[src/rtl/serial_add_pkg.sv]
// Shared types for the bit-serial adder sequencer.
// Optional macro SERIAL_ADD_OVF_EN (used by the interface and top) adds a signed-overflow output.
package serial_add_pkg;

  typedef enum logic [1:0] {
    IDLE  = 2'd0,
    SHIFT = 2'd1,
    DONE  = 2'd2
  } sa_state_t;

  localparam int SA_WIDTH_DEFAULT = 4;

endpackage

[src/rtl/serial_add_ctrl_if.sv]
// Requester-side handshake and result bus of the serial adder.
// SERIAL_ADD_OVF_EN adds the ovf result bit.
interface serial_add_ctrl_if #(
  parameter int WIDTH = 4
);
  logic             start;
  logic [WIDTH-1:0] a;
  logic [WIDTH-1:0] b;
  logic             cin;
  logic             busy;
  logic             done;
  logic [WIDTH-1:0] s;
  logic             cout;
`ifdef SERIAL_ADD_OVF_EN
  logic             ovf;

  modport master (output start, a, b, cin, input busy, done, s, cout, ovf);
  modport slave  (input start, a, b, cin, output busy, done, s, cout, ovf);
`else
  modport master (output start, a, b, cin, input busy, done, s, cout);
  modport slave  (input start, a, b, cin, output busy, done, s, cout);
`endif
endinterface

[src/rtl/serial_add_ctrl_fulladder.sv]
// Existing 1-bit full-adder cell, shared by every bit position of the serial adder.
module fulladder (
  input  logic a,
  input  logic b,
  input  logic cin,
  output logic s,
  output logic cout
);
  assign s    = a ^ b ^ cin;
  assign cout = (a & b) | (cin & (a ^ b));
endmodule

[src/rtl/serial_add_ctrl.sv]
// Bit-serial WIDTH-bit adder: one shared full adder, one bit per clock, LSB first.
// Define SERIAL_ADD_OVF_EN to also register two's-complement overflow (ovf).
module serial_add_ctrl
  import serial_add_pkg::*;
#(
  parameter int WIDTH = SA_WIDTH_DEFAULT
) (
  input  logic               clk,
  input  logic               rst,
  serial_add_ctrl_if.slave   bus
);
  localparam int CNT_W = $clog2(WIDTH + 1);

  sa_state_t          r_state;
  logic [WIDTH-1:0]   r_op_a;
  logic [WIDTH-1:0]   r_op_b;
  logic               r_carry;
  logic [CNT_W-1:0]   r_cnt;
  logic [WIDTH-2:0]   r_acc;
  logic [WIDTH-1:0]   r_s;
  logic               r_cout;
  logic               r_busy;
  logic               r_done;

  logic               w_fa_s;
  logic               w_fa_cout;
  logic [WIDTH-1:0]   w_acc_cat;
  logic               w_last;

  fulladder u_fa (
    .a    (r_op_a[0]),
    .b    (r_op_b[0]),
    .cin  (r_carry),
    .s    (w_fa_s),
    .cout (w_fa_cout)
  );

  // The accumulator holds only WIDTH-1 bits; the final sum bit comes straight from the adder.
  assign w_acc_cat = {w_fa_s, r_acc};
  assign w_last    = (r_cnt == CNT_W'(WIDTH - 1));

`ifdef SERIAL_ADD_OVF_EN
  logic r_ovf;
  assign bus.ovf = r_ovf;
`endif

  always_ff @(posedge clk) begin
    if (rst) begin
      r_state <= IDLE;
      r_op_a  <= '0;
      r_op_b  <= '0;
      r_carry <= 1'b0;
      r_cnt   <= '0;
      r_acc   <= '0;
      r_s     <= '0;
      r_cout  <= 1'b0;
      r_busy  <= 1'b0;
      r_done  <= 1'b0;
`ifdef SERIAL_ADD_OVF_EN
      r_ovf   <= 1'b0;
`endif
    end else begin
      case (r_state)
        IDLE: begin
          if (bus.start) begin
            r_op_a  <= bus.a;
            r_op_b  <= bus.b;
            r_carry <= bus.cin;
            r_cnt   <= '0;
            r_acc   <= '0;
            r_busy  <= 1'b1;
            r_state <= SHIFT;
          end
        end
        SHIFT: begin
          r_acc   <= w_acc_cat[WIDTH-1:1];
          r_carry <= w_fa_cout;
          r_op_a  <= r_op_a >> 1;
          r_op_b  <= r_op_b >> 1;
          r_cnt   <= r_cnt + CNT_W'(1);
          if (w_last) begin
            r_s     <= w_acc_cat;
            r_cout  <= w_fa_cout;
            r_done  <= 1'b1;
            r_busy  <= 1'b0;
            r_state <= DONE;
`ifdef SERIAL_ADD_OVF_EN
            // r_carry is still the carry into the MSB at this edge
            r_ovf   <= r_carry ^ w_fa_cout;
`endif
          end
        end
        DONE: begin
          r_done  <= 1'b0;
          r_state <= IDLE;
        end
        default: r_state <= IDLE;
      endcase
    end
  end

  assign bus.busy = r_busy;
  assign bus.done = r_done;
  assign bus.s    = r_s;
  assign bus.cout = r_cout;

endmodule

[src/flat_wrapper.sv]
// flat-port wrapper written by rule: the top's interface ports become plain ports
module serial_add_ctrl_flat import serial_add_pkg::*;
#(
  parameter int WIDTH = SA_WIDTH_DEFAULT
)
  (clk, rst, bus_start, bus_a, bus_b, bus_cin, bus_busy, bus_done, bus_s, bus_cout);
  serial_add_ctrl_if #(.WIDTH(WIDTH)) bus_i ();
  input  logic clk;
  input  logic rst;
  input wire logic [$bits(bus_i.start)-1:0] bus_start;
  input wire logic [$bits(bus_i.a)-1:0] bus_a;
  input wire logic [$bits(bus_i.b)-1:0] bus_b;
  input wire logic [$bits(bus_i.cin)-1:0] bus_cin;
  output wire logic [$bits(bus_i.busy)-1:0] bus_busy;
  output wire logic [$bits(bus_i.done)-1:0] bus_done;
  output wire logic [$bits(bus_i.s)-1:0] bus_s;
  output wire logic [$bits(bus_i.cout)-1:0] bus_cout;
  assign bus_i.start = bus_start;
  assign bus_i.a = bus_a;
  assign bus_i.b = bus_b;
  assign bus_i.cin = bus_cin;
  assign bus_busy = bus_i.busy;
  assign bus_done = bus_i.done;
  assign bus_s = bus_i.s;
  assign bus_cout = bus_i.cout;
  serial_add_ctrl #(.WIDTH(WIDTH)) u_core (.clk(clk), .rst(rst), .bus(bus_i));
endmodule
[config.mk]
export PLATFORM = sky130hd
export DESIGN_NAME = serial_add_ctrl_flat
export DESIGN_NICKNAME = d
export VERILOG_FILES = /design/src/rtl/serial_add_pkg.sv /design/src/rtl/serial_add_ctrl_if.sv /design/src/rtl/serial_add_ctrl_fulladder.sv /design/src/rtl/serial_add_ctrl.sv /design/src/flat_wrapper.sv
export SDC_FILE = /design/constraint.sdc
export NUM_CORES = 1
export LEC_CHECK = 0
export ABC_AREA = 1
export ABC_CLOCK_PERIOD_IN_PS = 1350
export BUFFER_PORTS_ARGS = -buffer_cell sky130_fd_sc_hd__buf_2
export CAP_MARGIN = 20
export CORE_AREA = 2 2 41 58
export DETAILED_ROUTE_END_ITERATION = 7
export DIE_AREA = 0 0 43 60
export PLACE_DENSITY_LB_ADDON = 0.08
export SYNTH_ARGS = -nofsm -noshare
export SYNTH_HDL_FRONTEND = slang
export SYNTH_SLANG_ARGS = --single-unit
export TNS_END_PERCENT = 20
[constraint.sdc]
create_clock -name clk -period 1.35 [get_ports clk]
set_input_delay 0.405 -clock clk [delete_from_list [all_inputs] [get_ports clk]]
set_output_delay 0.405 -clock clk [all_outputs]
set_load 0.02 [all_outputs]
==> results of run 1 <==
==> per-layer routing <==
layer	up-vias	GRT usage (%)
met2	24	35.1
met5	-	0
met4	0	9.09
met1	429	22.6
li1	484	-
met3	5	1.81
==> power groups by stage <==
stage               Clock (mW)  Combinational [mW]  Sequential (mW)
floorplan                    0               0.114            0.770
global placement             0               0.151            0.774
detailed placement           0               0.154            0.774
CTS                      0.318               0.154            0.758
global route             0.346               0.177            0.763
finish                   0.309               0.153            0.758
==> per-stage QoR <==
step | std cells | setup WS, ns | utilization, % | instance area, sq um | total power [mW]
2_1_floorplan | 140 | 0.210 | - | 1060 | 0.884
3_3_place_gp | 178 | 0.0980 | 55.5 | 1170 | 0.925
3_5_place_dp | 178 | 0.0972 | 55.5 | 1170 | 0.928
4_1_cts | 181 | 0.0751 | 56.5 | 1190 | 1.23
5_1_grt | 181 | 0.00789 | 56.5 | 1190 | 1.29
6_report | 181 | 0.116 | 56.5 | 1190 | 1.22
==> worst max-delay path by stage <==
stage | start | to | slack [ns] | cells after the start
global route | u_core.r_cnt[0]$_SDFFE_PP0P_ | u_core.bus.s[0]$_SDFFE_PP0P_ | 0.008 | 7
floorplan | u_core.r_cnt[0]$_SDFFE_PP0P_ | u_core.r_cnt[2]$_SDFFE_PP0P_ | 0.21 | 4
CTS | u_core.r_cnt[0]$_SDFFE_PP0P_ | u_core.bus.s[0]$_SDFFE_PP0P_ | 0.08 | 7
finish | u_core.r_cnt[0]$_SDFFE_PP0P_ | u_core.bus.s[0]$_SDFFE_PP0P_ | 0.12 | 7
global placement | u_core.r_cnt[0]$_SDFFE_PP0P_ | u_core.bus.s[0]$_SDFFE_PP0P_ | 0.1 | 7
detailed placement | u_core.r_cnt[0]$_SDFFE_PP0P_ | u_core.bus.s[0]$_SDFFE_PP0P_ | 0.1 | 7
==> synth_stat cells <==
| cell | count |
|---|---|
| nand2_1 | 28 |
| dfxtp_1 | 24 |
| nand3_1 | 22 |
| a21oi_1 | 17 |
| inv_1 | 14 |
| nor2_1 | 14 |
| ha_1 | 3 |
| inv_2 | 3 |
| o21ai_0 | 3 |
| buf_2 | 2 |
| buf_4 | 2 |
| nand2_2 | 2 |
| and3_1 | 1 |
| buf_6 | 1 |
| fa_1 | 1 |
| nand2_8 | 1 |
| nor2_4 | 1 |
| or2_1 | 1 |
==> state kept, by name, summed over array words and instances (netlist names) <==
name	flops
u_core.r_op_b	4
u_core.bus.s	4
u_core.r_op_a	4
u_core.r_state	2
u_core.r_cnt	3
u_core.bus.busy	1
u_core.r_acc	3
u_core.bus.done	1
u_core.r_carry	1
u_core.bus.cout	1
==> cell type report <==
| class | instances | share of cell area [%] |
|---|---|---|
| multi-input cells | 94 | 40.5 |
| flip-flops and latches | 24 | 40.4 |
| repair buffers | 21 | 9.47 |
| inverters | 17 | 5.37 |
| well taps | 22 | 2.32 |
| clock buffers | 3 | 1.89 |
==> cells in the final DEF, fill, tap and decap left out, drive strengths merged <==
| master | synthesis | routed |
|---|---|---|
| nor2 | 15 | 15 |
| dfxtp | 24 | 24 |
| clkbuf | 0 | 3 |
| or2 | 1 | 1 |
| and3 | 1 | 1 |
| o21ai | 3 | 3 |
| fa | 1 | 1 |
| nand3 | 22 | 22 |
| nand2 | 31 | 31 |
| a21oi | 17 | 17 |
| ha | 3 | 3 |
| buf | 5 | 21 |
| inv | 17 | 17 |
==> worst min-delay path: stages <==
cell and delay, ns:
buf_2 0.09, nand2_1 0.05, a21oi_1 0.05
==> cell families (layout without fill, tap and decap cells) <==
group / Yosys count / after routing / share of synthesized area [%]
adder cells (fa/ha/maj): 4 / 4 / 5.42
AO/OA/AOI/OAI: 20 / 20 / 9.42
AND/OR/NAND/NOR: 70 / 70 / 30.5
flip-flops: 24 / 24 / 45.2
buffers and inverters: 22 / 41 / 9.42
==> summary.txt, run 1 <==
Power and ir drop
  – Seq pwr share: 62.2%
  – Cell Pwr Density: 1030 mW/mm^2
  – Worst IR Drop VDD: 514 uV
  – Psw: 0.317 mW
  – Clk pwr share: 25.3%
  – Switching share of power: 26.0%
  – P_int: 0.903 mW
  – Combinational share of power: 12.5%
  – Leakage power: 0.533 nW

Worst setup path
  – CP max stage delay: 0.38 ns
  – Required time worst endpoint: 1.57 ns
  – CP Cell Sequence: ha_1 -> ha_1 -> inv_1 -> nor2_4 -> inv_2 -> nor2_1 -> nor2_1
  – Top fanout value on the critical path: 6
  – CP delay by family, top: flip-flops
  – FF-to-FF setup slack: 0.12 ns
  – CP max-delay cell: dfxtp_1
  – R2R Path Start: u_core.r_cnt[0]$_SDFFE_PP0P_
  – CP Class: reg -> reg
  – Endpoint type of the worst setup path: register
  – Reg-to-reg endpoint: u_core.bus.s[0]$_SDFFE_PP0P_
  – Worst Path Buf+Inv: 2
  – CP Launch Type: register
  – Critical Path AT: 1.45 ns
  – R2R depth: 7

STA
  – Final Setup Violations: 0
  – Maximum clock rate: 811 MHz
  – Max-slew violations: 0
  – Final period util: 91.4%
  – Min Hold Slack: 0.323 ns
  – TNS Setup: 0 ns
  – Slew HR: 78.4%
  – Post-route minimum period: 1.23 ns
  – Count of final hold-check violations: 0
  – Worst-Margin Slew: 0.324 ns
  – Fin Clk Skew: 0.00438 ns
  – Unrepaired setup endpoints after global routing: no

Route
  – WL/cell: 11.5 um
  – Top Metal Used: met4
  – M1 wire length: 918 um
  – Total Wirelength: 2080 um
  – Via density: 5.20
  – DR iter-0 viols: 21
  – Vias: 942
  – Drt first pass iters: 4
  – Wire length on met2: 1040 um
  – DRC Markers: 0
  – Met3 WL: 75 um
  – DRT antenna net count: 0

Yosys
  – Yosys reg bits: 24
  – Seq/Total Area, Yosys: 45.2%
  – Gate Count Post-Synth: 140
  – Mapped Area: 0.00106 sq mm
  – Synth area leader: dfxtp_1
  – Net Count, Synth: 156
  – Post-synth top area share: 45.2%
  – YS warnings: 0
  – Synth Area per Inst: 7.59 sq um
  – Synth cell types: 18
  – Top post-synthesis cells by area: dfxtp_1 45%, nand3_1 10%, nand2_1 9.9%

Layout
  – Area occupied by multi-input gates: 482 sq um
  – P&R area growth vs syn: 11.9%
  – Sequential cell area: 480 sq um
  – Antenna cells: 0
  – Share of cells above drive strength 1: 19.5%
  – Final #Nets: 177
  – FILL cells: 223

CTS
  – CTS Buf Count: 3
  – Post-CTS Setup Inserts: 0
  – H-tree Lvls: 1
  – CTS tree: built
  – Clk root buf: clkbuf_4
  – Post-CTS resize count: 0
  – Worst-path clk slew: 0.12 ns
  – CTS Hold Bufs: 0
  – CTS sink count: 24
  – Clock Latency Late Sink: 0.31 ns
  – CTS max path bufs: 2

Die
  – Rows: 20
  – Initial core utilization: 50.5%
  – Die Y: 60 um
  – Die area: 0.00258 sq mm
  – Core ar.: 0.00210 sq mm
  – Die X-Extent: 43 um
  – Io pins: 19

Place
  – Dpl hpwl: 1570 um
  – RePlAce Congestion: 0.753
  – IO buf count: 18

Global routing
  – Vias in the first global route: 930
  – Global-route wire length before repair: 3750 um
  – Initial antenna violation count: 0
  – Largest net degree at the start of global routing: 20
  – GRT Overall Usage: 19.3%
  – Grt total ovfl: 0

Hold path
  – Min-delay src: bus_a[3]
  – Hold EP: u_core.r_op_a[3]$_SDFFE_PP0P_
  – Worst Hold Depth: 3
  – Hold/Removal Path Class: in -> reg

Flow run
  – Max_cap viols: 0

Status
  – Status: finished, final reports clean
Note: power is estimated with default switching activity, not from simulation.
==> run 2, diff against run 1 <==
Settings changed: ABC_CLOCK_PERIOD_IN_PS 1350 to 1550, CORE_AREA 2 2 41 58 to 2 2 40 57, DIE_AREA 0 0 43 60 to 0 0 42 59.
Clock period 1.35 ns to 1.55 ns, I/O delays scaled along.
==> run 2 against run 1 <==
  * Global-route usage is 0.17 points lower
  * Highest routed layer unchanged
  * Via count is 1.6% lower
  * Clock skew is 0.00096 ns higher
  * Flip-flop and latch count stayed put
  * Cell count is 0.55% lower
  * Clock power is 5% higher
  * Power is 8.6% lower
  * Routed wire length is 1.3% higher
  * Die area is 4.0% lower
  * Largest cell class unchanged
  * Worst setup slack better by 0.14 ns
  * Sequential share of layout area is 0.17 points lower
==> summary.txt, run 2 (synthesis results as in run 1) <==
Status
  – Status: finished, final reports clean (unchanged)

Worst setup path
  – Reg-to-reg endpoint: u_core.bus.s[0]$_SDFFE_PP0P_ (unchanged)
  – Endpoint type of the worst setup path: output pin (was register)
  – Required time worst endpoint: 1.08 ns (was 1.57 ns)
  – CP max stage delay: 0.35 ns (was 0.38 ns)
  – CP delay by family, top: flip-flops (unchanged)
  – FF-to-FF setup slack: 0.29 ns (was 0.12 ns)
  – Critical Path AT: 0.82 ns (was 1.45 ns)
  – R2R Path Start: u_core.r_cnt[0]$_SDFFE_PP0P_ (unchanged)
  – Worst Path Buf+Inv: 1 (was 2)
  – CP Cell Sequence: buf_2 (was ha_1 -> ha_1 -> inv_1 -> nor2_4 -> inv_2 -> nor2_1 -> nor2_1)
  – R2R depth: 7 (unchanged)
  – CP max-delay cell: dfxtp_1 (unchanged)
  – CP Class: reg -> out (was reg -> reg)
  – Top fanout value on the critical path: 2 (was 6)
  – CP Launch Type: register (unchanged)

Layout
  – Antenna cells: 0 (unchanged)
  – Share of cells above drive strength 1: 19.5% (unchanged)
  – Final Cell Area: 0.00119 sq mm (about the same)
  – Commonest non-fill, non-tap cell in the layout: nand2_1 (unchanged)
  – FILL cells: 187 (was 223)
  – Commonest cells after routing, fill and taps aside: 28 x nand2_1, 24 x dfxtp_1, 22 x nand3_1 (unchanged)
  – Finished Core Util: 62.0% (was 56.5%)
  – Fin cells: 180 (was 181)
  – P&R area growth vs syn: 12.4% (was 11.9%)
  – Final #Nets: 176 (was 177)

STA
  – Final Setup Violations: 0 (unchanged)
  – TNS Setup: 0 ns (unchanged)
  – Min Hold Slack: 0.382 ns (was 0.323 ns)
  – Max-slew violations: 0 (unchanged)
  – PnR worst setup slack: 0.261 ns (was 0.116 ns)
  – Final period util: 83.2%
  – Post-route minimum period: 1.29 ns
  – Worst-Margin Slew: 0.301 ns (was 0.324 ns)
  – Slew HR: 79.9% (was 78.4%)
  – Fin Clk Skew: 0.00534 ns (was 0.00438 ns)
  – Maximum clock rate: 776 MHz
  – Count of final hold-check violations: 0 (unchanged)
  – Unrepaired setup endpoints after global routing: no (unchanged)

CTS
  – Clock Latency Late Sink: 0.31 ns (about the same)
  – Clk root buf: clkbuf_4 (unchanged)
  – CTS sink count: 24 (unchanged)
  – CTS tree: built (unchanged)
  – H-tree Lvls: 1 (unchanged)
  – Post-CTS resize count: 0 (unchanged)
  – CTS max path bufs: 2 (unchanged)
  – CTS Buf Count: 3 (unchanged)
  – Post-CTS Setup Inserts: 0 (unchanged)
  – Worst-path clk slew: 0.13 ns (was 0.12 ns)
  – CTS Hold Bufs: 0 (unchanged)

Power and ir drop
  – Worst IR Drop VDD: 487 uV (was 514 uV)
  – Cell Pwr Density: 934 mW/mm^2 (was 1030 mW/mm^2)
  – Leakage power: 0.535 nW (was 0.533 nW)
  – Tot Pwr: 1.11 mW (was 1.22 mW)

Die
  – Io pins: 19 (unchanged)
  – Die X-Extent: 42 um (was 43 um)
  – Die Y: 59 um (was 60 um)
  – Rows: 19 (was 20)
  – Initial core utilization: 55.2% (was 50.5%)
  – Core ar.: 0.00193 sq mm (was 0.00210 sq mm)
  – Die area: 0.00248 sq mm (was 0.00258 sq mm)

Flow run
  – Max_cap viols: 0 (unchanged)

Route
  – WL/cell: 11.7 um (was 11.5 um)
  – Drt first pass iters: 4 (unchanged)
  – DRC Markers: 0 (unchanged)
  – DR iter-0 viols: 17 (was 21)
  – Met3 WL: 84 um (was 75 um)
  – Total Wirelength: 2110 um (was 2080 um)
  – Top Metal Used: met4 (unchanged)
  – Via density: 5.15 (was 5.20)
  – Vias: 927 (was 942)
  – Wire length on met2: 1120 um (was 1040 um)
  – M1 wire length: 881 um (was 918 um)
  – DRT antenna net count: 0 (unchanged)

Place
  – RePlAce Congestion: 0.815 (was 0.753)
  – Inst Count DP: 176 (was 178)
  – Post-Place Worst Slack: 0.257 ns (was 0.0972 ns)
  – Placed Area: 0.00116 sq mm (was 0.00117 sq mm)
  – IO buf count: 18 (unchanged)
  – Dpl hpwl: 1560 um (was 1570 um)

Hold path
  – Hold EP: u_core.r_op_a[3]$_SDFFE_PP0P_ (unchanged)
  – Min-delay src: bus_a[3] (unchanged)
  – Hold/Removal Path Class: in -> reg (unchanged)
  – Worst Hold Depth: 3 (unchanged)

Global routing
  – Vias in the first global route: 906 (was 930)
  – Largest net degree at the start of global routing: 20 (unchanged)
  – Global-route wire length before repair: 3660 um (was 3750 um)
  – Grt total ovfl: 0 (unchanged)
  – GRT Overall Usage: 19.1% (was 19.3%)
  – Initial antenna violation count: 0 (unchanged)
-- run 2: per-layer routing --
layer	track usage, %	vias up
met2	35.9	23
met5	0	-
met1	21.2	416
met3	2.74	4
li1	-	484
met4	8.29	0
-- run 2: final cells by class --
type | count | area [sq um] | area share [%]
clock buffer | 4 | 36.3 | 3.04
inverter | 17 | 63.8 | 5.35
multi-input combinational | 94 | 482 | 40.4
sequential | 24 | 480 | 40.3
tap | 21 | 26.3 | 2.20
timing repair buffer | 20 | 105 | 8.81
-- run 2: worst register-to-register path, cell delays in order, from the launching register on --
cell and delay [ns]:
dfxtp_1 0.38, ha_1 0.18, ha_1 0.14, inv_1 0.06, nor2_4 0.17, inv_2 0.09
nor2_1 0.10, nor2_1 0.05
-- run 2: worst max-delay path by stage --
| stage | startpoint | to | slack, ns | cells past startpoint |
|---|---|---|---|---|
| floorplan | u_core.r_cnt[0]$_SDFFE_PP0P_ | u_core.r_cnt[2]$_SDFFE_PP0P_ | 0.41 | 4 |
| detailed placement | bus_start | u_core.r_op_a[2]$_SDFFE_PP0P_ | 0.26 | 6 |
| CTS | u_core.bus.s[1]$_SDFFE_PP0P_ | bus_s[1] | 0.25 | 1 |
| finish | u_core.bus.s[1]$_SDFFE_PP0P_ | bus_s[1] | 0.26 | 1 |
| global route | u_core.r_state[0]$_SDFFE_PP0P_ | u_core.r_op_a[2]$_SDFFE_PP0P_ | 0.20 | 6 |
| global placement | bus_start | u_core.r_op_b[1]$_SDFFE_PP0P_ | 0.29 | 6 |
-- run 2: where the power goes --
group	switching, mW	internal [mW]
clock	0.179	0.143
sequential	0.0184	0.642
combinational	0.0796	0.0522
total	0.277	0.838
==> run 3, diff against run 2 <==
Settings changed: ABC_AREA 1 to 0, ABC_CLOCK_PERIOD_IN_PS 1550 to 1310, CORE_AREA 2 2 40 57 to 2 2 42 59, DIE_AREA 0 0 42 59 to 0 0 44 61.
Clock period 1.55 ns to 1.31 ns, I/O delays scaled along.
==> run 3 against run 2 <==
  * Clock skew rose by 0.00086 ns
  * Sequential share of layout area fell by 2.4 points
  * Clock-buffer cell count fell by 1
  * Clock power rose by 68%
  * Worst setup slack got worse by 0.19 ns
  * Largest power group unchanged
  * First-iteration DRC count did not move
  * Sequential power rose by 20%
  * Combinational power rose by 50%
  * Cell count fell by 12%
  * Hold slack got worse by 0.063 ns
  * Power rose by 37%
  * Via count fell by 8.2%
==> summary.txt, run 3 <==
Status
  – Status: finished, final reports clean (unchanged)

Worst setup path
  – R2R depth: 3 (was 7)
  – CP Cell Sequence: buf_2 (unchanged)
  – CP max-delay cell: dfxtp_2 (was dfxtp_1)
  – Worst Path Buf+Inv: 1 (unchanged)
  – CP max stage delay: 0.36 ns (was 0.35 ns)
  – Endpoint type of the worst setup path: output pin (unchanged)
  – CP Launch Type: register (unchanged)
  – Reg-to-reg endpoint: u_core.r_acc[2]$_SDFFE_PP0P_ (was u_core.bus.s[0]$_SDFFE_PP0P_)
  – Required time worst endpoint: 0.92 ns (was 1.08 ns)
  – R2R Path Start: u_core.r_op_a[0]$_SDFFE_PP0P_ (was u_core.r_cnt[0]$_SDFFE_PP0P_)
  – Critical Path AT: 0.85 ns (was 0.82 ns)
  – CP Class: reg -> out (unchanged)
  – CP delay by family, top: flip-flops (unchanged)
  – Top fanout value on the critical path: 3 (was 2)
  – FF-to-FF setup slack: 0.08 ns (was 0.29 ns)

Yosys
  – Post-synth top flop: dfxtp_1 (unchanged)
  – Synth cell types: 30 (was 18)
  – Seq/Total Area, Yosys: 43.5% (was 45.2%)
  – Top post-synthesis cells by area: dfxtp_1 44%, nor2_1 4.8%, a211oi_2 4.5% (was dfxtp_1 45%, nand3_1 10%, nand2_1 9.9%)
  – Synth area leader: dfxtp_1 (unchanged)
  – Post-synth top area share: 43.5% (was 45.2%)
  – Mapped Area: 0.00110 sq mm (was 0.00106 sq mm)
  – Yosys reg bits: 24 (unchanged)
  – Ys async rst share: 0% (unchanged)
  – Most numerous cell in the Yosys netlist: dfxtp_1 (was nand2_1)
  – Gate Count Post-Synth: 114 (was 140)
  – Post-synth EDFFs: 0 (unchanged)
  – Synth Area per Inst: 9.68 sq um (was 7.59 sq um)
  – Net Count, Synth: 130 (was 156)
  – Post-synth top cells: 24 x dfxtp_1, 14 x nor2_1, 9 x a21oi_1 (was 28 x nand2_1, 24 x dfxtp_1, 22 x nand3_1)
  – YS warnings: 0 (unchanged)

Layout
  – Final #Nets: 153 (was 176)
  – Share of cells above drive strength 1: 35.3% (was 19.5%)
  – Area occupied by multi-input gates: 554 sq um (was 482 sq um)
  – Sequential cell area: 484 sq um (was 480 sq um)
  – Finished Core Util: 59.5% (was 62.0%)
  – Commonest cells after routing, fill and taps aside: 21 x dfxtp_1, 18 x buf_2, 14 x nor2_1 (was 28 x nand2_1, 24 x dfxtp_1, 22 x nand3_1)
  – Antenna cells: 0 (unchanged)
  – FILL cells: 203 (was 187)
  – Commonest non-fill, non-tap cell in the layout: dfxtp_1 (was nand2_1)
  – P&R area growth vs syn: 16.0% (was 12.4%)
  – Fin cells: 158 (was 180)

Global routing
  – GRT Overall Usage: 19.0% (was 19.1%)
  – Grt total ovfl: 0 (unchanged)
  – Vias in the first global route: 849 (was 906)
  – Largest net degree at the start of global routing: 25 (was 20)
  – Global-route wire length before repair: 3750 um (was 3660 um)
  – Initial antenna violation count: 0 (unchanged)

CTS
  – Clk root buf: clkbuf_4 (unchanged)
  – CTS Buf Count: 3 (unchanged)
  – CTS tree: built (unchanged)
  – Worst-path clk slew: 0.13 ns (about the same)
  – CTS sink count: 24 (unchanged)
  – CTS max path bufs: 2 (unchanged)
  – H-tree Lvls: 1 (unchanged)
  – Clock Latency Late Sink: 0.32 ns (was 0.31 ns)

Place
  – Dpl hpwl: 1610 um (was 1560 um)
  – RePlAce Congestion: 0.763 (was 0.815)
  – Post-Place Worst Slack: 0.0624 ns (was 0.257 ns)
  – IO buf count: 18 (unchanged)
  – Inst Count DP: 153 (was 176)

STA
  – Post-route minimum period: 1.24 ns
  – PnR worst setup slack: 0.0685 ns (was 0.261 ns)
  – Max-slew violations: 0 (unchanged)
  – Fin Clk Skew: 0.00621 ns (was 0.00534 ns)
  – Count of final hold-check violations: 0 (unchanged)
  – Unrepaired setup endpoints after global routing: yes (was no)
  – Final Setup Violations: 0 (unchanged)
  – Maximum clock rate: 805 MHz
  – Slew HR: 67.5% (was 79.9%)
  – Final period util: 94.8%
  – Worst-Margin Slew: 0.487 ns (was 0.301 ns)

Die
  – Core ar.: 0.00215 sq mm (was 0.00193 sq mm)
  – Rows: 20 (was 19)
  – Die X-Extent: 44 um (was 42 um)
  – Die Y: 61 um (was 59 um)
  – Initial core utilization: 51.3% (was 55.2%)
  – Io pins: 19 (unchanged)
  – Die area: 0.00268 sq mm (was 0.00248 sq mm)

Route
  – Vias: 851 (was 927)
  – DRC Markers: 0 (unchanged)
  – DR iter-0 viols: 17 (unchanged)
  – Drt first pass iters: 4 (unchanged)
  – Via density: 5.39 (was 5.15)
  – DRT antenna net count: 0 (unchanged)
  – Total Wirelength: 2160 um (was 2110 um)
  – WL/cell: 13.7 um (was 11.7 um)

Flow run
  – Max_cap viols: 0 (unchanged)

Hold path
  – Hold EP: u_core.r_op_b[3]$_SDFFE_PP0P_ (was u_core.r_op_a[3]$_SDFFE_PP0P_)
  – Worst Hold Depth: 3 (unchanged)
  – Min-delay src: bus_b[3] (was bus_a[3])
  – Hold/Removal Path Class: in -> reg (unchanged)

Power and ir drop
  – Worst IR Drop VDD: 816 uV (was 487 uV)
  – Cell Pwr Density: 1200 mW/mm^2 (was 934 mW/mm^2)
  – Leakage power: 0.521 nW (was 0.535 nW)
run 3: area by class of cell:
cell class                      count  area share, %
Clock inverter                      1           2.35
Tap cell                           22           2.15
Clock buffer                        3           1.76
Inverter                            5           1.47
Sequential cell                    24           37.8
Multi-Input combinational cell     78           43.3
Timing Repair Buffer               25           11.1
run 3: layer usage:
metal  wire length, um  up-vias  track usage [%]
li1                  -      436                -
met1               946      398             23.2
met2              1100       13             32.1
met3                72        4             2.38
met4                44        0             10.4
met5                 0        -                0
run 3: how the worst max path moves through the flow:
| stage | end | slack (ns) | cells past startpoint | start |
|---|---|---|---|---|
| 3_3_place_gp | u_core.bus.s[3]$_SDFFE_PP0P_ | 0.08 | 5 | u_core.r_cnt[0]$_SDFFE_PP0P_ |
| 5_1_grt | u_core.bus.s[3]$_SDFFE_PP0P_ | -0.005 | 5 | u_core.r_cnt[0]$_SDFFE_PP0P_ |
| 4_1_cts | bus_busy | 0.03 | 1 | u_core.bus.busy$_SDFFE_PP0P_ |
| 2_1_floorplan | u_core.bus.cout$_SDFFE_PP0P_ | 0.14 | 5 | u_core.r_cnt[0]$_SDFFE_PP0P_ |
| 3_5_place_dp | u_core.bus.cout$_SDFFE_PP0P_ | 0.06 | 5 | u_core.r_cnt[0]$_SDFFE_PP0P_ |
| 6_report | bus_busy | 0.07 | 1 | u_core.bus.busy$_SDFFE_PP0P_ |
run 3: power by group:
part,total [mW],internal (mW),switching (mW)
registers,0.792,0.766,0.0260
logic,0.198,0.0935,0.104
clock network,0.542,0.310,0.232
total,1.53,1.17,0.363
run 3: worst reg2reg max path: stages (launching register included):
cell,delay [ns]
dfxtp_1,0.36
fa_1,0.52
a22oi_1,0.18
nor2_1,0.06
run 3: cell families (layout without fill, tap and decap cells):
kind of cell	after synthesis	count (layout)	share of synthesized area [%]
adder cells (fa/ha/maj)	4	4	5.22
flip-flops	24	24	43.5
buffers and inverters	12	34	6.58
AO/OA/AOI/OAI	26	26	17.9
multiplexers	5	5	4.54
AND/OR/NAND/NOR	43	43	22.2
run 3: repair_timing:
item                       CTS  global route
hold buffers                 0             0
resized for setup            0             5
setup endpoints to repair    0             7
buffers inserted             0             1
run 3: stage by stage:
stage / cell area [sq um] / hold slack, ns / setup TNS [ns] / power [mW]
6_report: 1280 / 0.319 / 0 / 1.53
5_1_grt: 1280 / 0.307 / -0.0103 / 1.60
4_1_cts: 1260 / 0.314 / 0 / 1.54
3_5_place_dp: 1210 / 0.448 / 0 / 1.00
3_3_place_gp: 1210 / 0.441 / 0 / 0.998
2_1_floorplan: 1100 / 0.443 / 0 / 0.948
